--- src/rtl/fmul_float_result_pack.sv ---
// fmul_float_result_pack: packs the normalized/rounded FMUL result into an
// IEEE-754 single word and buffers it in a 2-entry valid/busy FIFO.
// Ports:
//   iCLOCK, inRESET (async, active-low), iRESET_SYNC (sync clear)
//   iDATA_VALID/oDATA_BUSY  upstream handshake
//   iDATA_SIGN/EXP/FRACT and iDATA_EXCEPT_*  result fields and operand classes
//   oDATA_VALID/iDATA_BUSY  downstream handshake
//   oDATA_RESULT, oFLAG_OVERFLOW/UNDERFLOW/INVALID  head entry of the FIFO
// Optional macro FMUL_FLOAT_STICKY_FLAG_EN adds iSTICKY_CLEAR and
// oSTICKY_FLAGS = {invalid, underflow, overflow} accumulated on each pop.
module fmul_float_result_pack (
   input  logic        iCLOCK,
   input  logic        inRESET,
   input  logic        iRESET_SYNC,
   input  logic        iDATA_VALID,
   output logic        oDATA_BUSY,
   input  logic        iDATA_SIGN,
   input  logic [9:0]  iDATA_EXP,
   input  logic [23:0] iDATA_FRACT,
   input  logic        iDATA_EXCEPT_EXP_A0,
   input  logic        iDATA_EXCEPT_EXP_B0,
   input  logic        iDATA_EXCEPT_EXP_A1,
   input  logic        iDATA_EXCEPT_EXP_B1,
   input  logic        iDATA_EXCEPT_FRACT_A0,
   input  logic        iDATA_EXCEPT_FRACT_B0,
   output logic        oDATA_VALID,
   input  logic        iDATA_BUSY,
   output logic [31:0] oDATA_RESULT,
   output logic        oFLAG_OVERFLOW,
   output logic        oFLAG_UNDERFLOW,
   output logic        oFLAG_INVALID
`ifdef FMUL_FLOAT_STICKY_FLAG_EN
  ,input  logic        iSTICKY_CLEAR,
   output logic [2:0]  oSTICKY_FLAGS
`endif
);

   logic        is_nan;
   logic        is_inf;
   logic        is_zero;
   logic        is_ovf;
   logic        is_unf;
   logic [31:0] pk_res;
   logic        pk_ovf;
   logic        pk_unf;
   logic        pk_inv;

   // Entry layout: {result[31:0], overflow, underflow, invalid}
   logic [34:0] mem_q [2];
   logic [1:0]  cnt_q, cnt_d;
   logic        wptr_q, wptr_d;
   logic        rptr_q, rptr_d;
   logic        push;
   logic        pop;
   logic [34:0] head;

   always_comb begin
      is_nan  = (iDATA_EXCEPT_EXP_A1 & ~iDATA_EXCEPT_FRACT_A0)
              | (iDATA_EXCEPT_EXP_B1 & ~iDATA_EXCEPT_FRACT_B0)
              | (iDATA_EXCEPT_EXP_A1 & iDATA_EXCEPT_EXP_B0)
              | (iDATA_EXCEPT_EXP_B1 & iDATA_EXCEPT_EXP_A0);
      is_inf  = iDATA_EXCEPT_EXP_A1 | iDATA_EXCEPT_EXP_B1;
      is_zero = iDATA_EXCEPT_EXP_A0 | iDATA_EXCEPT_EXP_B0;
      // exponent is two's complement: bit9 set means negative
      is_ovf  = ~iDATA_EXP[9] & (iDATA_EXP[8:0] >= 9'd255);
      is_unf  = iDATA_EXP[9] | (iDATA_EXP == 10'd0);
   end

   always_comb begin
      pk_res = {iDATA_SIGN, iDATA_EXP[7:0], iDATA_FRACT[22:0]};
      pk_ovf = 1'b0;
      pk_unf = 1'b0;
      pk_inv = 1'b0;
      if (is_nan) begin
         pk_res = 32'h7FC0_0000;
         pk_inv = 1'b1;
      end else if (is_inf) begin
         pk_res = {iDATA_SIGN, 8'hFF, 23'h0};
      end else if (is_zero) begin
         pk_res = {iDATA_SIGN, 31'h0};
      end else if (is_ovf) begin
         pk_res = {iDATA_SIGN, 8'hFF, 23'h0};
         pk_ovf = 1'b1;
      end else if (is_unf) begin
         pk_res = {iDATA_SIGN, 31'h0};
         pk_unf = 1'b1;
      end
   end

   // Busy/valid come straight from the count register; no path from iDATA_BUSY
   assign oDATA_BUSY  = (cnt_q == 2'd2);
   assign oDATA_VALID = (cnt_q != 2'd0);

   assign push = iDATA_VALID & ~oDATA_BUSY;
   assign pop  = oDATA_VALID & ~iDATA_BUSY;

   always_comb begin
      cnt_d  = cnt_q;
      wptr_d = wptr_q;
      rptr_d = rptr_q;
      if (push) begin
         wptr_d = ~wptr_q;
      end
      if (pop) begin
         rptr_d = ~rptr_q;
      end
      case ({push, pop})
         2'b10:   cnt_d = cnt_q + 2'd1;
         2'b01:   cnt_d = cnt_q - 2'd1;
         default: cnt_d = cnt_q;
      endcase
   end

   always_ff @(posedge iCLOCK or negedge inRESET) begin
      if (!inRESET) begin
         cnt_q    <= 2'd0;
         wptr_q   <= 1'b0;
         rptr_q   <= 1'b0;
         mem_q[0] <= 35'h0;
         mem_q[1] <= 35'h0;
      end else if (iRESET_SYNC) begin
         cnt_q    <= 2'd0;
         wptr_q   <= 1'b0;
         rptr_q   <= 1'b0;
         mem_q[0] <= 35'h0;
         mem_q[1] <= 35'h0;
      end else begin
         cnt_q  <= cnt_d;
         wptr_q <= wptr_d;
         rptr_q <= rptr_d;
         if (push) begin
            mem_q[wptr_q] <= {pk_res, pk_ovf, pk_unf, pk_inv};
         end
      end
   end

   assign head            = mem_q[rptr_q];
   assign oDATA_RESULT    = head[34:3];
   assign oFLAG_OVERFLOW  = head[2];
   assign oFLAG_UNDERFLOW = head[1];
   assign oFLAG_INVALID   = head[0];

`ifdef FMUL_FLOAT_STICKY_FLAG_EN
   logic [2:0] sticky_q, sticky_d;

   // A flag popped in the same cycle as a clear still gets recorded
   always_comb begin
      sticky_d = (iSTICKY_CLEAR ? 3'b000 : sticky_q)
               | (pop ? {head[0], head[1], head[2]} : 3'b000);
   end

   always_ff @(posedge iCLOCK or negedge inRESET) begin
      if (!inRESET) begin
         sticky_q <= 3'b000;
      end else if (iRESET_SYNC) begin
         sticky_q <= 3'b000;
      end else begin
         sticky_q <= sticky_d;
      end
   end

   assign oSTICKY_FLAGS = sticky_q;
`endif

endmodule

--- config.mk ---
export PLATFORM = sky130hd
export DESIGN_NAME = fmul_float_result_pack
export DESIGN_NICKNAME = d
export VERILOG_FILES = /design/src/rtl/fmul_float_result_pack.sv
export SDC_FILE = /design/constraint.sdc
export NUM_CORES = 1
export LEC_CHECK = 0
export BUFFER_PORTS_ARGS = -buffer_cell sky130_fd_sc_hd__buf_2
export CAP_MARGIN = 15
export CORE_AREA = 2 2 90 92
export CTS_CLUSTER_SIZE = 12
export DETAILED_ROUTE_END_ITERATION = 8
export DIE_AREA = 0 0 92 94
export PLACE_DENSITY = 0.72
export SLEW_MARGIN = 20
export SYNTH_ARGS = -nofsm -noshare
export SYNTH_HDL_FRONTEND = slang
export SYNTH_SLANG_ARGS = --single-unit
--- constraint.sdc ---
create_clock -name iCLOCK -period 5.6 [get_ports iCLOCK]
set_input_delay 0.84 -clock iCLOCK [delete_from_list [all_inputs] [get_ports iCLOCK]]
set_output_delay 0.84 -clock iCLOCK [all_outputs]
set_load 0.01 [all_outputs]
* After elaboration in Yosys (flattened, before gate mapping)
Cells that the tools add are included.
** Cells by class
- $add $sub $neg :: 2
- Magnitude comparators :: 4
- Eq/ne operators :: 3
- Muxes and demuxes :: 29
- Bitwise operators :: 22
- Reduce and logical (&&, ||, !) cells :: 6
** Operators by type and width (count)
- 35-bit two-way mux :: 4
- 70-bit two-way mux :: 2
- 31-bit two-way mux :: 4
- 70-bit bitwise mux :: 1
- 35-bit demux with 1-bit select :: 1
- 32-bit two-way mux :: 1
- 1-bit two-way mux :: 14
- 10-bit logical NOT :: 1
- 9-bit by 8-bit greater-or-equal comparator with 1-bit output, second input constant :: 1
- 1-bit AND :: 7
- 1-bit inverter :: 7
- 1-bit bitwise OR :: 6
- 2-bit nonzero test :: 3
- 2-bit equality test, second input constant :: 2
- 2-bit greater-or-equal comparator, second input constant :: 2
- 1-bit inverter with 2-bit output :: 2
- 2-bit case mux with 2 select lines :: 1
- 3-bit nonzero test :: 1
- 2-bit by 1-bit adder with 2-bit output, second input constant :: 1
- 2-bit by 1-bit equality test with 1-bit output, second input constant :: 1
- 2-bit by 1-bit less-than comparator with 1-bit output, second input constant :: 1
- 2-bit two-way mux :: 1
- 2-bit by 1-bit subtractor with 2-bit output, second input constant :: 1
- 1-bit logical AND :: 1
** Storage, ports and cells
- Flip-flop bits (word level) :: 74
- Input port bits :: 46
- Output and inout bits :: 37
- Logic and storage cells :: 71

* Longest topological paths before layout
Gate-level depths: netlist of the first run.
- Depth in word-level cells :: 10
- Gate-level depth with buffers :: 6

* Worst setup path before layout of the first run
OpenSTA, ideal clock, no wires.
- Path type :: input-to-reg
- Start point :: input port iRESET_SYNC
- End point :: register mem_q[5] (netlist name)
- Setup time :: 66 ps
- Arrival :: 2288 ps
- Required time :: 5534 ps
- Slack :: 3246 ps
- Cell stages on the path :: 5
- Path through :: clkbuf_1 or4_4 a2111oi_4 buf_6 a22o_1
** On the way
- Cells in the longest elaborated chain, start to end :: 1
- Elaborated cells between the ends (all ways) :: 2
- Classes of those cells :: mux: 1; reduce/logical: 1
** Ends and longest elaborated chain
- from (decl) :: RTL line 14 : input logic iRESET_SYNC,
- 70-bit two-way mux / 2-bit nonzero test (equally long branches)
- to (signal, indexed assignment) :: RTL line 132 : mem_q[wptr_q] <= {pk_res, pk_ovf, pk_unf, pk_inv};
- to (decl) :: RTL line 49 : logic [34:0] mem_q [2];
Several ways; a longest one is shown, not always the timed one.
A chain may end at the register's enable or synchronous reset.

* Worst setup path after layout of the first run
- Start point :: register rptr_q
- End point :: output port oDATA_RESULT[6]
** On the way
- Cells in the longest elaborated chain, start to end :: 4
** Ends and longest elaborated chain
- from (decl) :: RTL line 52 : logic rptr_q, rptr_d;
- from (signal assigned) :: RTL line 130 : rptr_q <= rptr_d;
- 1-bit inverter with 2-bit output (implied by the code) :: RTL line 137 : assign head = mem_q[rptr_q];
- 35-bit two-way mux (implied by the code) (3 in series) :: RTL line 137
- to (decl) :: RTL line 28 : output logic [31:0] oDATA_RESULT,
Every way passes these cells. The select of a mux whose other input is x is not followed.

==> results.toml, run 1 <==
[outcome]
status = "finished clean"

[logic_synthesis]
synthTopCellsByArea = "dfrtp_1 (55%), a22o_1 (16%), mux2_2 (12%), a32o_1 (1.8%), nor2_1 (1.7%)"
ys_ff_latch = 74
synth_enable_flop_cells = 0
synth.largest_area_cell = "dfrtp_1"
syn-num-nets = 311
yosysTopAreaCellShare_pct = 55.1
ys_seq_area_share_pct = 55.1
synthArstFlopShare_pct = 100
synthesis.instances = 265
ys_types = 35
synth_area_um2 = 3360
avgSynthCellArea_um2 = 12.7
yosys_warnings = 0
synth-main-ff-cell = "dfrtp_1"

[global_routing]
grt_use_total_pct = 19.8
grt_pass1_wl_um = 13300
gr-total-overflow = 0
antenna_found_initial = 0
grt_pass1_vias = 2686
grt_max_degree = 75

[clock_tree]
htreeDepth = 3
postCtsSetupRepairBufs = 0
tritoncts = "done"
clk_pin_slew_worst_paths_ns = 0.08
postCtsHoldBufs = 0
insertion_delay_ns = 0.35
cts-buffers-inserted = 9
root_buffer = "clkbuf_8"
clock_sinks = 74
cts_max_path_buffers = 2
cts_resized = 0

[setup_path]
path_delay_family = "flip-flops"
cp_num_buf_inv = 2
required_ns = 4.76
crit_slowest_cell = "dfrtp_1"
end_kind = "output pin"
path_class = "reg -> out"
r2r_slack_ns = 3.46
crit_end = "oDATA_RESULT[6]"
rr_worst_depth = 6
worstSetupStartpoint = "rptr_q"
cp_max_fo = 19
cpPeakStageDelay_ns = 0.89
timing.rr.start = "cnt_q[1]"
crit_chain = "buf_4 -> mux2_2 -> buf_2"
worst_ep_arrival_time_ns = 2.19
path_depth = 3
r2r_end = "mem_q[15]"
start_kind = "register"

[sta]
rsz0062_at_grt = "no"
period_needed_ns = 3.03
worstMarginPinSlew_ns = 1.08
slew_headroom_pct = 28.2
worst_clock_skew_ns = 0.00513
slew_viol_final = 0
fmax_mhz = 331
post-route-period-util_pct = 54.0
hold_violations = 0
setup_violations = 0
final.setup.tns_ns = 0

[final_layout]
diodes = 0
area.growth.synth_to_final_pct = 23.0
fin_nets = 390
most-common-layout-cells = "buf_2 (81), dfrtp_1 (74), a22o_1 (60), mux2_2 (35), nor2_1 (15)"
fin_util_pct = 54.3
final_common_cell = "buf_2"
final_layout_size_suffix_gt1_share_pct = 42.4
final_cells = 451

[route]
vias = 2535
antenna_left = 0
drtPass1Iterations = 4
drc_errors = 0
via_per_inst = 5.62
detail_route.iter0.violations = 101
drt_wl_total_um = 8080
wire_per_inst_um = 17.9

[placed_design]
gp_congestion = 0.753
dpl.cell_count = 434
io_buffers = 81
dp_hpwl_um = 5070

[worst_hold_path]
min-delay-path-class = "reg -> reg"
holdPathStages = 1

[power]
vdd_drop_max_mv = 0.142
p_leak_nw = 2.09
power_density_nw_per_um2 = 284

[floorplanning]
die-height_um = 94
rows = 32
dieArea_um2 = 8650
ios = 83
core-area_um2 = 7610
start_util_pct = 44.1
dieWidth_um = 92

[job]
maxCapViolCount = 0
[area by class of cell]
type | instances | area (µm²)
Clock buffer | 10 | 138
Clock inverter | 6 | 90.1
Fill cell | 673 | 3480
Inverter | 5 | 18.8
Multi-Input combinational cell | 167 | 1430
Sequential cell | 74 | 1850
Tap cell | 102 | 128
Timing Repair Buffer | 87 | 470
[report_power, final]
| group | internal (W) | switching, W |
|---|---|---|
| clock network | 0.000264 | 0.000209 |
| logic | 0.0000572 | 0.0000786 |
| registers | 0.000549 | 0.0000142 |
[worst min-delay path by stage]
stage              start         to  slack [ns]
3_5_place_dp    mem_q[0]   mem_q[0]        0.46
4_1_cts        mem_q[35]  mem_q[35]        0.49
2_1_floorplan   mem_q[0]   mem_q[0]        0.44
3_3_place_gp   mem_q[35]  mem_q[35]        0.46
6_report       mem_q[35]  mem_q[35]        0.48
5_1_grt        mem_q[35]  mem_q[35]        0.51
[synth_stat cells, drive strengths merged, types with 2 or more instances]
cell type	n
a2111oi	2
a21o	2
a221o	2
a22o	60
a31oi	2
a32o	6
and2	2
buf	8
clkbuf	11
dfrtp	74
inv	5
mux2	35
nand2	8
nand2b	2
nand4	2
nor2	15
nor3	4
nor4	2
o21ai	9
or4	2
xnor2	2
[logic make-up (layout without fill, tap and decap cells)]
kind of cell | count (synthesis) | in the layout | share of synthesized area, %
compound gates | 89 | 89 | 23.2
buf+inv | 24 | 108 | 3.24
xor+xnor | 2 | 2 | 0.522
simple gates | 40 | 40 | 5.85
flops | 74 | 74 | 55.1
mux | 36 | 36 | 12.0
[through the flow]
stage	instance area (µm²)	power [W]	worst slack (ns)	hold slack (ns)
floorplan	3360	0.000643	3.25	0.444
global placement	3870	0.000704	2.92	0.457
detailed placement	3870	0.000708	2.92	0.464
CTS	4100	0.00117	2.53	0.487
global route	4130	0.00122	2.45	0.511
finish	4130	0.00117	2.57	0.478
[registers in the layout (all words and copies together) (netlist names)]
signal and flops:
rptr_q 1, wptr_q 1, cnt_q 2, mem_q 70
[routing by layer]
layer	GRT usage, %	up-vias	share of wire (%)	wire length [µm]
met1	26.1	1278	44	3570
met5	0	-	0	0
met3	4.01	11	4.8	384
met4	8.71	0	1.7	140
li1	-	1174	-	-
met2	31.7	72	49	3980
No activity file was read; power rests on OpenSTA's default activity.
==> inputs of run 2 (changes only) <==
Clock period 5.6 ns to 3.1 ns, I/O delays scaled along.
==> run 2 against run 1 <==
  * Highest routed layer unchanged
  * Worst setup slack got worse by 1.6 ns
  * Largest power group unchanged
  * Global-route usage is 0.87 points lower
  * Sequential share of layout area is 0.29 points higher
==> results.toml, run 2 (synthesis results as in run 1) <==
[clock_tree]
cts_max_path_buffers = 2
htreeDepth = 3
insertion_delay_ns = 0.36
root_buffer = "clkbuf_8"
postCtsHoldBufs = 0
cts_resized = 0
tritoncts = "done"
postCtsSetupRepairBufs = 0
cts-buffers-inserted = 9
clock_sinks = 74
clk_pin_slew_worst_paths_ns = 0.09

[route]
vias = 2568
detail_route.iter0.violations = 49
drt_wl_total_um = 7950
via_per_inst = 5.64
drtPass1Iterations = 4
antenna_left = 0
wire_per_inst_um = 17.5
drc_errors = 0

[final_layout]
area.growth.synth_to_final_pct = 22.2
final_cells = 455
diodes = 0
largest_reg_flops = 70
top_register = "mem_q"
fin_util_pct = 53.9
most-common-layout-cells = "buf_2 (80), dfrtp_1 (74), a22o_1 (60), mux2_2 (35), nor2_1 (15)"
fin_nets = 394
top_regs = "mem_q: 70 flops, cnt_q: 2 flops"
final_layout_size_suffix_gt1_share_pct = 42.8
final_common_cell = "buf_2"

[floorplanning]
start_util_pct = 44.1
dieWidth_um = 92
rows = 32
dieArea_um2 = 8650
die-height_um = 94
ios = 83
core-area_um2 = 7610

[power]
power_density_nw_per_um2 = 489
vdd_drop_max_mv = 0.221
p_leak_nw = 2.09

[sta]
hold_violations = 0
worstMarginPinSlew_ns = 0.666
post-route-period-util_pct = 68.2
worst_clock_skew_ns = 0.00809
setup_violations = 0
rsz0062_at_grt = "no"
slew_viol_final = 0
finalWorstSetupSlack_ns = 0.986
fmax_mhz = 473
final.setup.tns_ns = 0
slew_headroom_pct = 55.5
period_needed_ns = 2.11
holdWs_ns = 0.0966

[placed_design]
dpl.cell_count = 439
dp_slack_ns = 0.909
io_buffers = 81
dp_hpwl_um = 5200
gp_congestion = 0.792

[global_routing]
gr-usage-met3_pct = 4.01
antenna_found_initial = 0
grt_max_degree = 48
use_met1_pct = 25.4
grt_pass1_wl_um = 12700
grt_pass1_vias = 2557
grt_use_total_pct = 18.9
grtUsageMet2_pct = 30.3
grt_busiest_layer = "met2"
gr-total-overflow = 0

[setup_path]
cp_max_fo = 22
worst_ep_arrival_time_ns = 2.40
end_kind = "register"
path_class = "reg -> reg"
required_ns = 3.39
start_kind = "register"
r2r_slack_ns = 0.99

[worst_hold_path]
min-delay-path-class = "in -> async"

[outcome]
status = "finished clean"

[job]
maxCapViolCount = 0
run 2: cell types whose count changed in the layout (fill, tap and decap cells not counted), sizes merged:
cell,previous run,this run
bufinv,2,1
buf,87,91
clkinv,3,5
clkbuf,10,9
run 2: cell type report:
| class | instances | area (µm²) |
|---|---|---|
| Timing Repair Buffer | 91 | 483 |
| Multi-Input combinational cell | 167 | 1430 |
| Sequential cell | 74 | 1850 |
| Tap cell | 102 | 128 |
| Fill cell | 697 | 3500 |
| Inverter | 5 | 18.8 |
| Clock buffer | 9 | 124 |
| Clock inverter | 7 | 70.1 |
run 2: worst max-delay path, cell delays in order (launching register included):
cell       delay [ns]
dfrtp_1          0.43
or2b_2           0.27
inv_2            0.06
or4_4            0.45
a2111oi_4        0.33
buf_4            0.33
a22o_1           0.19
run 2: stage by stage:
stage               instance area (µm²)  total power (W)
floorplan                          3360          0.00116
global placement                   3910          0.00128
detailed placement                 3910          0.00128
CTS                                4100          0.00202
global route                       4100          0.00209
finish                             4100          0.00201
run 2: path summary, 6_finish.rpt:
path                       cells after the start       startpoint        end
setup reg to reg                               6         cnt_q[1]  mem_q[17]
min in group iCLOCK                            2  iDATA_FRACT[11]  mem_q[49]
max in group asynchronous                      2          inRESET  mem_q[69]
hold reg to reg                                1        mem_q[35]  mem_q[35]
hold / removal                                 1          inRESET  mem_q[42]
setup / recovery                               6         cnt_q[1]  mem_q[17]
run 2: routing by layer:
metal	part of all wire [%]	routed length, µm
met5	0	0
met4	1.7	133
met3	4.0	314
met2	49	3870
met1	46	3630
run 2: power by group:
| part | switching (W) | total [W] | internal (W) | leakage (nW) |
|---|---|---|---|---|
| Sequential | 0.0000172 | 0.00101 | 0.000992 | 1.02 |
| Clock | 0.000377 | 0.000746 | 0.000370 | 0.0990 |
| Combinational | 0.000148 | 0.000252 | 0.000103 | 0.973 |
